==> src/rtl/pc_pkg.sv <==
// Shared definitions for the program-counter controller.
//   pc_state_e    : FSM state encoding (RUN / HALT)
//   END_MODE_HALT : end-of-memory policy, clamp at LAST and halt
//   END_MODE_WRAP : end-of-memory policy, wrap back to RESET_ADDR
package pc_pkg;

  typedef enum logic {
    ST_RUN  = 1'b0,
    ST_HALT = 1'b1
  } pc_state_e;

  localparam int END_MODE_HALT = 0;
  localparam int END_MODE_WRAP = 1;

endpackage

==> src/rtl/pc_next_sel.sv <==
// Combinational next-PC selection for pc_ctrl.
// Ports:
//   pc          in   current registered PC
//   target      in   raw redirect byte address
//   seq_pc      out  pc + INSTR_BYTES (modulo 2^WORD_LEN)
//   redir_pc    out  PC to load for a redirect (masked, clamped or wrapped)
//   redir_halt  out  redirect lands beyond LAST in halt mode
//   redir_mis   out  redirect target had nonzero sub-instruction bits
//   adv_pc      out  PC to load for a sequential advance
//   adv_halt    out  sequential advance runs off the end in halt mode
module pc_next_sel
  import pc_pkg::*;
#(
  parameter int                  WORD_LEN    = 32,
  parameter int                  MEM_DEPTH   = 64,
  parameter int                  INSTR_BYTES = 4,
  parameter int                  END_MODE    = 0,
  parameter logic [WORD_LEN-1:0] RESET_ADDR  = '0
) (
  input  logic [WORD_LEN-1:0] pc,
  input  logic [WORD_LEN-1:0] target,
  output logic [WORD_LEN-1:0] seq_pc,
  output logic [WORD_LEN-1:0] redir_pc,
  output logic                redir_halt,
  output logic                redir_mis,
  output logic [WORD_LEN-1:0] adv_pc,
  output logic                adv_halt
);

  localparam logic [WORD_LEN-1:0] LAST     = WORD_LEN'((MEM_DEPTH - 1) * INSTR_BYTES);
  localparam logic [WORD_LEN-1:0] STRIDE   = WORD_LEN'(INSTR_BYTES);
  localparam logic [WORD_LEN-1:0] LOW_MASK = WORD_LEN'(INSTR_BYTES - 1);
  localparam logic                CLAMP    = (END_MODE == END_MODE_HALT);

  logic [WORD_LEN-1:0] masked;

  assign seq_pc    = pc + STRIDE;
  assign masked    = target & ~LOW_MASK;
  assign redir_mis = |(target & LOW_MASK);

  always_comb begin
    redir_pc   = masked;
    redir_halt = 1'b0;
    if (masked > LAST) begin
      redir_pc   = CLAMP ? LAST : RESET_ADDR;
      redir_halt = CLAMP;
    end
  end

  // ">=" also covers a RESET_ADDR configured past the end of memory.
  always_comb begin
    adv_pc   = seq_pc;
    adv_halt = 1'b0;
    if (pc >= LAST) begin
      adv_pc   = CLAMP ? LAST : RESET_ADDR;
      adv_halt = CLAMP;
    end
  end

endmodule

==> src/rtl/pc_ctrl.sv <==
// Program-counter controller with stall, redirect, end-of-memory halt/wrap
// and a saturating retired-instruction counter.
// Ports:
//   i_CLK          in   clock, all state changes on rising edge
//   i_RST          in   synchronous active-high reset
//   i_EN           in   advance enable (low = stall)
//   i_REDIRECT     in   branch/jump taken
//   i_TARGET       in   redirect byte address
//   i_RESUME       in   leave HALT
//   o_PC           out  registered current PC
//   o_PC_NEXT_SEQ  out  o_PC + INSTR_BYTES
//   o_HALTED       out  high while halted
//   o_MISALIGNED   out  one-cycle pulse after a misaligned accepted redirect
//   o_INSTR_CNT    out  PC advances since reset (saturating)
module pc_ctrl
  import pc_pkg::*;
#(
  parameter int                  WORD_LEN    = 32,
  parameter int                  MEM_DEPTH   = 64,
  parameter int                  INSTR_BYTES = 4,
  parameter int                  END_MODE    = 0,
  parameter logic [WORD_LEN-1:0] RESET_ADDR  = '0,
  parameter int                  CNT_W       = 16
) (
  input  logic                i_CLK,
  input  logic                i_RST,
  input  logic                i_EN,
  input  logic                i_REDIRECT,
  input  logic [WORD_LEN-1:0] i_TARGET,
  input  logic                i_RESUME,
  output logic [WORD_LEN-1:0] o_PC,
  output logic [WORD_LEN-1:0] o_PC_NEXT_SEQ,
  output logic                o_HALTED,
  output logic                o_MISALIGNED,
  output logic [CNT_W-1:0]    o_INSTR_CNT
);

  pc_state_e           state_p1;
  logic [WORD_LEN-1:0] pc_p1;
  logic                mis_p1;
  logic [CNT_W-1:0]    cnt_p1;

  logic [WORD_LEN-1:0] seq_pc;
  logic [WORD_LEN-1:0] redir_pc;
  logic                redir_halt;
  logic                redir_mis;
  logic [WORD_LEN-1:0] adv_pc;
  logic                adv_halt;

  function automatic logic [CNT_W-1:0] sat_inc(input logic [CNT_W-1:0] v);
    return (&v) ? v : v + CNT_W'(1);
  endfunction

  pc_next_sel #(
    .WORD_LEN    (WORD_LEN),
    .MEM_DEPTH   (MEM_DEPTH),
    .INSTR_BYTES (INSTR_BYTES),
    .END_MODE    (END_MODE),
    .RESET_ADDR  (RESET_ADDR)
  ) u_next_sel (
    .pc         (pc_p1),
    .target     (i_TARGET),
    .seq_pc     (seq_pc),
    .redir_pc   (redir_pc),
    .redir_halt (redir_halt),
    .redir_mis  (redir_mis),
    .adv_pc     (adv_pc),
    .adv_halt   (adv_halt)
  );

  // Stage p1: PC, FSM state, misalignment pulse and counter registers
  always_ff @(posedge i_CLK) begin
    if (i_RST) begin
      pc_p1    <= RESET_ADDR;
      state_p1 <= ST_RUN;
      mis_p1   <= 1'b0;
      cnt_p1   <= '0;
    end else begin
      mis_p1 <= 1'b0;
      case (state_p1)
        ST_HALT: begin
          // Resume loads are not retirements, so the counter is untouched.
          if (i_RESUME) begin
            if (i_REDIRECT) begin
              pc_p1    <= redir_pc;
              state_p1 <= redir_halt ? ST_HALT : ST_RUN;
            end else begin
              pc_p1    <= RESET_ADDR;
              state_p1 <= ST_RUN;
            end
          end
        end
        ST_RUN: begin
          if (i_EN) begin
            if (i_REDIRECT) begin
              pc_p1  <= redir_pc;
              mis_p1 <= redir_mis;
              cnt_p1 <= sat_inc(cnt_p1);
              if (redir_halt) state_p1 <= ST_HALT;
            end else begin
              pc_p1 <= adv_pc;
              // Running off the end in halt mode is a hold, not an advance.
              if (adv_halt) state_p1 <= ST_HALT;
              else          cnt_p1   <= sat_inc(cnt_p1);
            end
          end
        end
        default: state_p1 <= ST_RUN;
      endcase
    end
  end

  assign o_PC          = pc_p1;
  assign o_PC_NEXT_SEQ = seq_pc;
  assign o_HALTED      = (state_p1 == ST_HALT);
  assign o_MISALIGNED  = mis_p1;
  assign o_INSTR_CNT   = cnt_p1;

endmodule

==> config.mk <==
export PLATFORM = sky130hd
export DESIGN_NAME = pc_ctrl
export DESIGN_NICKNAME = d
export VERILOG_FILES = /design/src/rtl/pc_pkg.sv /design/src/rtl/pc_next_sel.sv /design/src/rtl/pc_ctrl.sv
export SDC_FILE = /design/constraint.sdc
export NUM_CORES = 1
export LEC_CHECK = 0
export BUFFER_PORTS_ARGS = -buffer_cell sky130_fd_sc_hd__buf_2
export CORE_UTILIZATION = 47
export DETAILED_ROUTE_END_ITERATION = 6
export PLACE_DENSITY = 0.86
export SYNTH_ARGS = -nofsm -noshare
export SYNTH_HDL_FRONTEND = slang
export SYNTH_SLANG_ARGS = --single-unit
==> constraint.sdc <==
create_clock -name i_CLK -period 2.65 [get_ports i_CLK]
set_clock_uncertainty 0.1 [all_clocks]
set_input_delay 0.265 -clock i_CLK [delete_from_list [all_inputs] [get_ports i_CLK]]
set_output_delay 0.265 -clock i_CLK [all_outputs]
set_load 0.05 [all_outputs]
**Yosys cells after proc, flatten, opt, wreduce, memory -nomap -nowiden**

Index checks and enable logic that the tools add are counted.

- Muxes and demuxes: 19
- Reduce and logical (&&, ||, !) cells: 5
- Bitwise gates (word level): 3
- Eq/ne operators: 3
- Order comparisons: 2
- $add $sub $neg: 2

Operator list:

| kind | number |
|---|---|
| 32-bit 2-to-1 mux | 6 |
| 32-bit case mux with 2 select lines | 1 |
| 16-bit 2-to-1 mux | 3 |
| 32-bit by 3-bit adder with 32-bit output (second input constant) | 1 |
| 32-bit by 8-bit >= comparator with 1-bit output (second input constant) | 1 |
| 32-bit by 8-bit > comparator with 1-bit output (second input constant) | 1 |
| 16-bit by 1-bit adder with 16-bit output (second input constant) | 1 |
| 16-bit AND reduction | 1 |
| 1-bit 2-to-1 mux | 8 |
| 2-bit inequality test (second input constant) | 3 |
| 4-bit OR reduction | 1 |
| 1-bit NOT | 3 |
| 3-bit AND reduction | 1 |
| 1-bit case mux with 2 select lines | 1 |
| 2-bit AND reduction | 1 |
| 2-bit OR reduction | 1 |

- Logic and storage cells: 38
- Output and inout port bits: 82
- Flip-flop bits (word level): 50

**Depth between registers and ports, before layout**

Gate-level depths: netlist of the first run.

- Depth in word-level cells: 6
- Depth in mapped cells: 7

**Modules after synthesis**

From an unflattened synthesis of the first run, not the netlist that was laid out.

- Cell total of the unflattened synthesis: 438
- Area, all modules: 3,448.3 um^2

By module, submodules not included:

| module | seq. area each (um^2) | instances | cells each | area each (um^2) |
|---|---|---|---|---|
| pc_ctrl | 1,001.0 | 1 | 260 | 2,257.2 |
| pc_next_sel | 0.0 | 1 | 178 | 1,191.1 |

**Worst setup path before layout of the first run**

OpenSTA, ideal clock, no wires.

- Kind: reg-to-output
- Start: register pc_p1[3], in the netlist o_PC[3]
- End: output o_PC_NEXT_SEQ[26]
- Stages on the path, launching flop included: 8
- Path buffers: 1
- Required time: 2.285 ns
- Path slack: -0.428 ns
- Arrival time: 2.713 ns
- Path through: dfxtp_1 -> ha_1 -> nand2_1 -> nor3_4 -> or3b_1 -> clkbuf_1 -> nor2_1 -> xor2_1

- Longest elaborated chain between the ends: 1

RTL lines:

| what | RTL line | text |
|---|---|---|
| start: declaration | pc_ctrl.sv:39 | `logic [WORD_LEN-1:0] pc_p1;` |
| start signal: assignment | pc_ctrl.sv:85 | `pc_p1 <= redir_pc;` |
| start signal: assignment | pc_ctrl.sv:96 | `pc_p1 <= redir_pc;` |
| start signal: assignment | pc_ctrl.sv:101 | `pc_p1 <= adv_pc;` |
| 32-bit by 3-bit adder with 32-bit output | pc_next_sel.sv:37 | `assign seq_pc = pc + STRIDE;` |
| end: declaration | pc_ctrl.sv:32 | `output logic [WORD_LEN-1:0] o_PC_NEXT_SEQ,` |

No other way between the ends.

**Final worst setup path of the first run**

- Start: register pc_p1[18], in the netlist o_PC[18]
- End: output o_PC_NEXT_SEQ[22]

Same word-level chain as after synthesis.

==> flow_metrics.env, run 1 <==
export IMPL_grt_pass1_wl_mm=10.7
export IMPL_endpoint_kind="primary output"
export IMPL_drc=0
export IMPL_avgViaCountPerCell=5.40
export IMPL_synth_main_ff_cell="dfxtp_1"
export IMPL_whs_ns=0.126
export IMPL_ys_warn_count=0
export IMPL_fin_ws_ns=0.0712
export IMPL_die_area_um2=5970
export IMPL_antenna_left=0
export IMPL_rows=27
export IMPL_worst_path_max_delay_cell="or3b_4"
export IMPL_cts_sinks=48
export IMPL_max_slew_margin_rel_pct=26.4
export IMPL_synth_cells=316
export IMPL_postPlaceCellArea_um2=3420
export IMPL_r2r_slack_ns=0.25
export IMPL_min_path_cells=3
export IMPL_p_switching_w=0.000412
export IMPL_grt_max_degree=37
export IMPL_chipHeight_um=77.3
export IMPL_hold_violations=0
export IMPL_clock_latency_ns=0.30
export IMPL_netlist_area_um2=2660
export IMPL_setup_viol=0
export IMPL_hold_class="in2reg"
export IMPL_cp_top_family="simple AND/OR/NAND/NOR gates"
export IMPL_cts_tree="yes"
export IMPL_coreArea_um2=5470
export IMPL_synth_area_top_cells="dfxtp_1, and2_1, mux2_2, xnor2_1, xor2_1"
export IMPL_rsz0062_at_grt="true"
export IMPL_pwr_share_seq_pct=54.1
export IMPL_place_gp_congestion=0.904
export IMPL_cts_buffers=5
export IMPL_h_tree_depth=2
export IMPL_yosys_area_top_type="dfxtp_1"
export IMPL_hp_start="i_TARGET[0]"
export IMPL_clock_path_buffers=2
export IMPL_fillers=502
export IMPL_drive_gt1_share_pct=40.4
export IMPL_final_cell_mix="buf_2, dfxtp_1, nor2_1"
export IMPL_total_leakage_power_nw=1.73
export IMPL_syn_area_per_cell_um2=8.43
export IMPL_status="completed"
export IMPL_tightest_slew_ns=1.10
export IMPL_fp_dieW_um=77.3
export IMPL_path_class="reg2out"
export IMPL_async_flop_share_pct=0
export IMPL_crit_path_cell_trace="and4_1, nand4_1, or3b_4, buf_4, xnor2_2, buf_2"
export IMPL_port_buffers=114
export IMPL_fmax_mhz=388
export IMPL_syn2layout_area_growth_pct=33.9
export IMPL_reg2regPathDepth=5
export IMPL_cts_root_buffer="clkbuf_8"
export IMPL_peakVddDrop_uv=284
export IMPL_fin_crit_sh_pct=97.3
export IMPL_crit_arrival_ns=2.21
export IMPL_hpwl_mm=5.06
export IMPL_pwr_share_comb_pct=16.3
export IMPL_grt_pass1_vias=2378
export IMPL_final_min_clock_period_ns=2.58
export IMPL_p_clk_share_pct=29.7
export IMPL_diodes=0
export IMPL_antenna_found_initial=0
export IMPL_cp_num_buf_inv=2
export IMPL_drt_total_wl_mm=6.67
export IMPL_cts_hold_buf=0
export IMPL_final_area_um2=3570
export IMPL_dr_pass1_iters=4
export IMPL_path_max_fanout=5
export IMPL_rr_startpoint="o_PC[28]$_SDFFE_PP0P_"
export IMPL_drt_iter0_drc=135
export IMPL_synth_distinct_cells=42
export IMPL_vias=2702
export IMPL_maxCapViolCount=0
export IMPL_synth_top_area_share_pct=36.1
export IMPL_r2r_end="o_INSTR_CNT[5]$_SDFFE_PP0P_"
export IMPL_io_pins=119
export IMPL_power_internal_w=0.000978
export IMPL_final_common_cell="buf_2"
export IMPL_switching_share_pct=29.6
export IMPL_ys_seq_elements=48
export IMPL_pre_cts_ws_ns=0.205
export IMPL_clk_pin_slew_ns=0.08
export IMPL_synth_edff_count=0
export IMPL_slew_violations=0
export IMPL_power_density_nw_per_um2=390
export IMPL_slowest_delay_ns=0.51
export IMPL_start_util_pct=48.7
export IMPL_hold_path_end="o_MISALIGNED$_SDFF_PP0_"
export IMPL_track_usage_pct=22.1
export IMPL_cp_required_ns=2.29
export IMPL_grt_overflow_total=0
export IMPL_worstSetupStartpointType="flop"
export IMPL_final_nets=467
export IMPL_seq_area_frac_synth_pct=36.1
export IMPL_avgRoutedWirePerCell_um=13.3
## power groups by stage
| stage | Sequential, W | Combinational, W | Clock [W] |
|---|---|---|---|
| after floorplan | 0.000810 | 0.000125 | 0 |
| after CTS | 0.000752 | 0.000228 | 0.000418 |
| after global routing | 0.000755 | 0.000243 | 0.000447 |
| after global placement | 0.000768 | 0.000225 | 0 |
| final | 0.000752 | 0.000226 | 0.000412 |
| after detailed placement | 0.000769 | 0.000228 | 0 |
## stage by stage
| stage | instances | utilization [%] | power [W] | TNS (ns) |
|---|---|---|---|---|
| 2_1_floorplan | 319 | - | 0.000935 | -0.0426 |
| 3_3_place_gp | 491 | 62.6 | 0.000993 | 0 |
| 3_5_place_dp | 491 | 62.6 | 0.000997 | 0 |
| 4_1_cts | 498 | 64.2 | 0.00140 | 0 |
| 5_1_grt | 500 | 65.2 | 0.00145 | -0.149 |
| 6_report | 500 | 65.2 | 0.00139 | 0 |
## logic make-up after synthesis
group | Yosys count | share of synthesized area (%)
buffers and inverters | 23 | 4.28
adder cells (fa/ha/maj) | 2 | 0.940
XOR/XNOR | 28 | 9.21
multiplexers | 12 | 5.03
flip-flops | 48 | 36.1
AO/OA/AOI/OAI | 31 | 7.94
AND/OR/NAND/NOR | 171 | 36.4
other | 1 | 0.141
## state kept, by name (all words and copies together), names as in the netlist
signal / flops
o_HALTED: 1
o_MISALIGNED: 1
o_PC: 30
o_INSTR_CNT: 16
## worst reg2reg max path, cell delays in order, from the launching register on
cell	delay, ns
dfxtp_1	0.40
nor4_1	0.37
nand4_1	0.19
o21ba_1	0.43
nor4b_1	0.44
mux2_2	0.37
## worst max-delay path by stage
stage,to,cells past startpoint,start,slack (ns)
2_1_floorplan,o_PC_NEXT_SEQ[26],6,o_PC[18]$_SDFFE_PP0P_,-0.04
3_3_place_gp,o_PC_NEXT_SEQ[30],7,o_PC[2]$_SDFFE_PP0P_,0.27
3_5_place_dp,o_PC_NEXT_SEQ[28],7,o_PC[2]$_SDFFE_PP0P_,0.21
4_1_cts,o_PC_NEXT_SEQ[25],6,o_PC[4]$_SDFFE_PP0P_,0.009
5_1_grt,o_PC_NEXT_SEQ[22],6,o_PC[18]$_SDFFE_PP0P_,-0.03
6_report,o_PC_NEXT_SEQ[22],6,o_PC[18]$_SDFFE_PP0P_,0.07
## layout make-up
| class | instances | area (um2) | area share [%] |
|---|---|---|---|
| Clock buffer | 6 | 72.6 | 2.04 |
| Clock inverter | 1 | 5.00 | 0.140 |
| Inverter | 2 | 7.51 | 0.211 |
| Multi-Input combinational cell | 248 | 1760 | 49.5 |
| Sequential cell | 48 | 973 | 27.3 |
| Tap cell | 72 | 90.1 | 2.53 |
| Timing Repair Buffer | 123 | 653 | 18.3 |
## metal layers
| layer | global-route usage (%) | vias to the layer above | routed length [um] |
|---|---|---|---|
| met5 | 0 | - | 0 |
| met2 | 39.1 | 97 | 3340 |
| met3 | 3.93 | 8 | 343 |
| li1 | - | 1351 | - |
| met4 | 6.98 | 0 | 74 |
| met1 | 26.8 | 1246 | 2910 |
## cell usage after synthesis, types with 5 or more instances
library cell  instances
and3_1                8
buf_4                 5
o31ai_1               8
and2_1               25
nor2b_1              12
nor3_1                5
nand4_1              10
mux2_2               11
nor4_1               19
nand2_1              19
clkbuf_1             14
dfxtp_1              48
o21ai_0               7
xnor2_1              14
nor2_1               31
nand3_1              17
xor2_1               14
and4_1                5
## repair_timing
item,CTS,global route
setup buffers,0,2
resized for setup,4,11
setup endpoints to repair,4,7
hold endpoints to repair,0,0
pin swaps,0,1
gates cloned,0,0
(Power assumes the default switching activity.)
==> inputs of run 2 (changes only) <==
--- a/config.mk
+++ b/config.mk
@@ -5,8 +5,10 @@
 export SDC_FILE = /design/constraint.sdc
 export NUM_CORES = 1
 export LEC_CHECK = 0
+export ABC_AREA = 1
 export BUFFER_PORTS_ARGS = -buffer_cell sky130_fd_sc_hd__buf_2
-export CORE_UTILIZATION = 47
+export CORE_UTILIZATION = 49
+export CTS_CLUSTER_SIZE = 24
 export DETAILED_ROUTE_END_ITERATION = 6
 export PLACE_DENSITY = 0.86
 export SYNTH_ARGS = -nofsm -noshare
==> run 2 against run 1 <==
Against the previous run: combinational power grew 18%; design area grew 7.3%; critical path type unchanged; die area grew 8.3%; critical endpoint is now o_PC_NEXT_SEQ[26]; largest cell class unchanged; highest routed layer unchanged; power grew 6.4%; critical path depth grew 3.
==> flow_metrics.env, run 2 <==
export IMPL_h_tree_depth=2
export IMPL_yosys_area_top_type="dfxtp_1"
export IMPL_drive_gt1_share_pct=33.2
export IMPL_tightest_slew_ns=0.894
export IMPL_rows=28
export IMPL_cts_sinks=48
export IMPL_drt_iter0_drc=144
export IMPL_largest_reg_flops=30
export IMPL_syn2layout_area_growth_pct=27.0
export IMPL_dr_pass1_iters=5
export IMPL_synth_edff_count=0
export IMPL_cp_required_ns=2.29
export IMPL_cts_root_buffer="clkbuf_8"
export IMPL_drt_total_wl_mm=7.78
export IMPL_cts_tree="yes"
export IMPL_crit_path_cell_trace="ha_1, nand3_2, nor2_4, nand3_4, nor2_4, nand3_1, nor2_1, xor2_2, clkbuf_4"
export IMPL_hpwl_mm=5.99
export IMPL_async_flop_share_pct=0
export IMPL_max_slew_margin_rel_pct=40.3
export IMPL_diodes=0
export IMPL_chipHeight_um=80.4
export IMPL_min_path_cells=3
export IMPL_cp_num_cells=9
export IMPL_clk_pin_slew_ns=0.09
export IMPL_setup_viol=0
export IMPL_final_min_clock_period_ns=2.50
export IMPL_cts_buffers=5
export IMPL_ys_warn_count=0
export IMPL_antenna_found_initial=0
export IMPL_dp_cells=615
export IMPL_fmax_mhz=399
export IMPL_cts_hold_buf=0
export IMPL_seq_area_frac_synth_pct=31.9
export IMPL_io_pins=119
export IMPL_crit_arrival_ns=2.14
export IMPL_worst_path_max_delay_cell="dfxtp_2"
export IMPL_synth_cells=435
export IMPL_cp_top_family="simple AND/OR/NAND/NOR gates"
export IMPL_synth_main_ff_cell="dfxtp_1"
export IMPL_power_density_nw_per_um2=387
export IMPL_place_gp_congestion=0.924
export IMPL_netlist_area_um2=3010
export IMPL_die_area_um2=6470
export IMPL_final_common_cell="buf_2"
export IMPL_synth_top_area_share_pct=31.9
export IMPL_avgViaCountPerCell=5.09
export IMPL_grt_max_degree=31
export IMPL_synth_distinct_cells=31
export IMPL_synth_common_cells="nand2_1, nor2_1, dfxtp_1, inv_1, xor2_1"
export IMPL_hold_class="in2reg"
export IMPL_grt_pass1_vias=2856
export IMPL_peakVddDrop_uv=225
export IMPL_fp_dieW_um=80.4
export IMPL_endpoint_kind="primary output"
export IMPL_start_util_pct=50.9
export IMPL_cp_num_buf_inv=1
export IMPL_final_cell_mix="buf_2, nand2_1, nor2_1"
export IMPL_hold_violations=0
export IMPL_synth_area_top_cells="dfxtp_1, nand2_1, xor2_1, nor2_1, inv_1"
export IMPL_vias=3172
export IMPL_grt_pass1_wl_mm=12.4
export IMPL_avgRoutedWirePerCell_um=12.5
export IMPL_path_class="reg2out"
export IMPL_finalNonFillerCells=623
export IMPL_slew_violations=0
export IMPL_total_leakage_power_nw=1.70
export IMPL_synth_most_common_cell="nand2_1"
export IMPL_syn_area_per_cell_um2=6.93
export IMPL_final_area_um2=3830
export IMPL_slowest_delay_ns=0.38
export IMPL_coreArea_um2=5920
export IMPL_status="completed"
export IMPL_clock_path_buffers=2
export IMPL_track_usage_pct=24.3
export IMPL_clock_latency_ns=0.29
export IMPL_reg2regPathDepth=9
export IMPL_maxCapViolCount=0
export IMPL_final_nets=586
export IMPL_cpMostUsedCell="nor2_4"
export IMPL_worstSetupStartpointType="flop"
export IMPL_path_max_fanout=6
export IMPL_port_buffers=114
export IMPL_postPlaceCellArea_um2=3700
export IMPL_drc=0
export IMPL_grt_overflow_total=0
export IMPL_antenna_left=0
export IMPL_fin_crit_sh_pct=94.5
export IMPL_ys_seq_elements=48
==> run 2: cell count changes after synthesis, sizes merged, moves of 12 or more <==
cell,before,now
nor3,8,31
nor4,19,2
and2,25,0
nand2,19,97
nor2b,12,0
inv,2,44
nor2,31,74
nand3,18,32
a21oi,4,23
xor2,14,32
==> run 2: power by group <==
| group | total (W) | switching (W) | internal (W) | leakage, nW |
|---|---|---|---|---|
| logic | 0.000267 | 0.000197 | 0.0000703 | 1.26 |
| registers | 0.000753 | 0.0000179 | 0.000735 | 0.389 |
| clock network | 0.000460 | 0.000248 | 0.000212 | 0.0434 |
==> run 2: path summary, 6_finish.rpt <==
kind / from / endpoint / slack (ns)
worst min-delay path: i_TARGET[0] / o_MISALIGNED$_SDFF_PP0_ / 0.17
worst max register to register: o_PC[2]$_SDFFE_PP0P_ / o_INSTR_CNT[7]$_SDFFE_PP0P_ / 0.62
worst max-delay path: o_PC[2]$_SDFFE_PP0P_ / o_PC_NEXT_SEQ[26] / 0.15
worst min register to register: o_PC[31]$_SDFFE_PP0P_ / o_PC[31]$_SDFFE_PP0P_ / 0.41
==> run 2: stage by stage <==
step | total power, W | util [%] | hold WS [ns] | setup TNS, ns | worst slack, ns
2_1_floorplan | 0.000972 | - | 0.347 | -0.112 | -0.0512
3_3_place_gp | 0.00103 | 62.4 | 0.377 | 0 | 0.426
3_5_place_dp | 0.00104 | 62.4 | 0.389 | 0 | 0.344
4_1_cts | 0.00150 | 64.1 | 0.153 | 0 | 0.00107
5_1_grt | 0.00155 | 64.6 | 0.180 | -0.00654 | -0.00654
6_report | 0.00148 | 64.6 | 0.169 | 0 | 0.146
==> run 2: metal layers <==
layer	track usage [%]	share of wire [%]	up-vias
met2	43.8	51	138
met1	28.4	41	1430
met5	0	0	-
li1	-	-	1590
met3	4.20	5.8	14
met4	8.57	1.7	0
==> run 2: tightest hold or removal path, cell delays in order <==
cell and delay [ns]:
buf_2 0.07, o21ai_0 0.06, nor3_1 0.12
==> run 2: cells by family after synthesis <==
family | Yosys count | share of synthesized area [%]
buffers and inverters | 59 | 8.68
other | 1 | 0.124
AO/OA/AOI/OAI | 39 | 8.10
flip-flops | 48 | 31.9
AND/OR/NAND/NOR | 247 | 39.0
XOR/XNOR | 39 | 11.3
adder cells (fa/ha/maj) | 2 | 0.830
==> run 2: area by class of cell <==
type,instances,area (um2)
Fill cell,528,2090
Clock inverter,2,15.0
Timing Repair Buffer,117,598
Tap cell,75,93.8
Sequential cell,48,962
Inverter,44,165
Clock buffer,6,82.6
Multi-Input combinational cell,331,1910
==> run 2: what timing repair did <==
item / CTS / global route
setup endpoints to repair: 0 / 6
gates resized for setup: 0 / 8
buffers inserted: 0 / 0
==> inputs of run 3 (changes only) <==
==> constraint.sdc (replaced) <==
create_clock -name i_CLK -period 2.8 [get_ports i_CLK]
set_clock_uncertainty 0.1 [all_clocks]
set_input_delay 0.28 -clock i_CLK [delete_from_list [all_inputs] [get_ports i_CLK]]
set_output_delay 0.28 -clock i_CLK [all_outputs]
set_load 0.05 [all_outputs]
==> run 3 against run 2 <==
Against the previous run: flip-flop and latch count unchanged; non-clock buffer count fell by 1; wire length grew 0.96%; sequential power is 5.4% lower; setup slack improved by 0.012 ns; register-to-register slack better by 0.15 ns; cell count decreased by 0.16%; design area shrank 1.4%; hold slack lost 0.0022 ns; die area stayed put; largest cell class unchanged; largest power group unchanged.
==> flow_metrics.env, run 3 (synthesized netlist as in run 2, its figures left out) <==
export IMPL_status="completed"
export IMPL_grt_overflow_total=0
export IMPL_cts_setup_buffers=0
export IMPL_postPlaceCellArea_um2=3650
export IMPL_clk_pin_slew_ns=0.09
export IMPL_cpMostUsedCell="nand3_2"
export IMPL_avgRoutedWirePerCell_um=12.6
export IMPL_syn2layout_area_growth_pct=25.2
export IMPL_grt_max_degree=27
export IMPL_power_density_nw_per_um2=389
export IMPL_endpoint_kind="primary output"
export IMPL_port_buffers=114
export IMPL_r2r_end="o_INSTR_CNT[5]$_SDFFE_PP0P_"
export IMPL_hold_violations=0
export IMPL_cp_endpoint="o_PC_NEXT_SEQ[28]"
export IMPL_fp_dieW_um=80.4
export IMPL_clock_path_buffers=2
export IMPL_slew_violations=0
export IMPL_total_leakage_power_nw=1.68
export IMPL_cts_sinks=48
export IMPL_cts_tree="yes"
export IMPL_grt_pass1_vias=2863
export IMPL_drt_total_wl_mm=7.85
export IMPL_antenna_left=0
export IMPL_final_min_clock_period_ns=2.64
export IMPL_setup_viol=0
export IMPL_vias=3165
export IMPL_ctsResizeCount=0
export IMPL_drc=0
export IMPL_worst_path_max_delay_cell="dfxtp_1"
export IMPL_coreArea_um2=5920
export IMPL_place_gp_congestion=0.887
export IMPL_cts_buffers=5
export IMPL_hpwl_mm=5.97
export IMPL_hold_class="in2reg"
export IMPL_critPathLaunch="o_PC[2]$_SDFFE_PP0P_"
export IMPL_crit_path_cell_trace="ha_1, nand3_2, nor2_4, nand3_2, nor2_1, nand4_1, xor2_2, buf_2"
export IMPL_avgViaCountPerCell=5.09
export IMPL_cp_required_ns=2.42
export IMPL_max_slew_margin_rel_pct=65.3
export IMPL_chipHeight_um=80.4
export IMPL_dr_pass1_iters=4
export IMPL_cp_top_family="simple AND/OR/NAND/NOR gates"
export IMPL_crit_arrival_ns=2.26
export IMPL_final_common_cell="buf_2"
export IMPL_fmax_mhz=378
export IMPL_rr_startpoint="o_PC[2]$_SDFFE_PP0P_"
export IMPL_io_pins=119
export IMPL_clock_latency_ns=0.30
export IMPL_diodes=0
export IMPL_utilization_pct=63.7
export IMPL_cp_num_buf_inv=1
export IMPL_drive_gt1_share_pct=32.0
export IMPL_largest_reg_flops=30
export IMPL_fin_crit_sh_pct=94.4
export IMPL_r2r_slack_ns=0.77
export IMPL_track_usage_pct=24.9
export IMPL_cts_hold_buf=0
export IMPL_start_util_pct=50.9
export IMPL_path_max_fanout=6
export IMPL_peakVddDrop_uv=201
export IMPL_slowest_delay_ns=0.42
export IMPL_reg2regPathDepth=9
export IMPL_die_area_um2=6470
export IMPL_maxCapViolCount=0
export IMPL_final_nets=585
export IMPL_drt_iter0_drc=174
export IMPL_final_cell_mix="buf_2, nand2_1, nor2_1"
export IMPL_rows=28
export IMPL_worstSetupStartpointType="flop"
export IMPL_tightest_slew_ns=0.519
export IMPL_path_class="reg2out"
export IMPL_h_tree_depth=2
export IMPL_antenna_found_initial=0
export IMPL_cts_root_buffer="clkbuf_8"
export IMPL_hp_start="i_RESUME"
export IMPL_final_area_um2=3770
export IMPL_grt_pass1_wl_mm=12.7
export IMPL_cp_num_cells=8
==> run 3: cell types whose count changed in the layout (fill, tap and decap cells not counted), sizes merged <==
cell	delta
clkbuf	-2
bufinv	+1
clkinv	+1
clkinvlp	-1
==> run 3: power breakdown <==
group          internal (W)  leakage (nW)  switching (W)
Combinational     0.0000649          1.24       0.000187
Clock              0.000264        0.0541       0.000239
Sequential         0.000695         0.389      0.0000169
Total               0.00102          1.68       0.000443
==> run 3: how the worst min path moves through the flow <==
stage / slack [ns] / cells past startpoint / to
after floorplan: 0.36 / 3 / o_HALTED$_SDFF_PP0_
after global placement: 0.38 / 2 / o_HALTED$_SDFF_PP0_
after detailed placement: 0.39 / 2 / o_INSTR_CNT[15]$_SDFFE_PP0P_
after CTS: 0.16 / 4 / o_HALTED$_SDFF_PP0_
after global routing: 0.19 / 4 / o_HALTED$_SDFF_PP0_
final: 0.17 / 4 / o_HALTED$_SDFF_PP0_
==> run 3: through the flow <==
step                std cells  total power (W)  setup TNS, ns  hold slack, ns  setup slack (ns)
CTS                       622          0.00148              0           0.161            0.0698
global placement          614         0.000975              0           0.381             0.553
detailed placement        614         0.000980              0           0.387             0.415
global route              622          0.00152        -0.0123           0.187           -0.0123
finish                    622          0.00147              0           0.167             0.158
floorplan                 438         0.000920              0           0.362            0.0256
==> run 3: final cells by class <==
class | count | area, um2
Fill cell | 553 | 2150
Sequential cell | 48 | 961
Inverter | 44 | 165
Clock buffer | 5 | 68.8
Tap cell | 75 | 93.8
Timing Repair Buffer | 116 | 588
Multi-Input combinational cell | 331 | 1850
Clock inverter | 3 | 42.5
==> run 3: tightest hold or removal path, delay by kind of cell <==
kind | cells | cell delay [ns]
buffers and inverters | 1 | 0.09
AO/OA/AOI/OAI | 1 | 0.06
AND/OR/NAND/NOR | 2 | 0.10
==> run 3: metal layers <==
| layer | GRT usage, % | part of all wire, % |
|---|---|---|
| met5 | 0 | 0 |
| met3 | 4.43 | 5.6 |
| met2 | 44.4 | 50 |
| met1 | 29.6 | 43 |
| met4 | 8.93 | 1.8 |
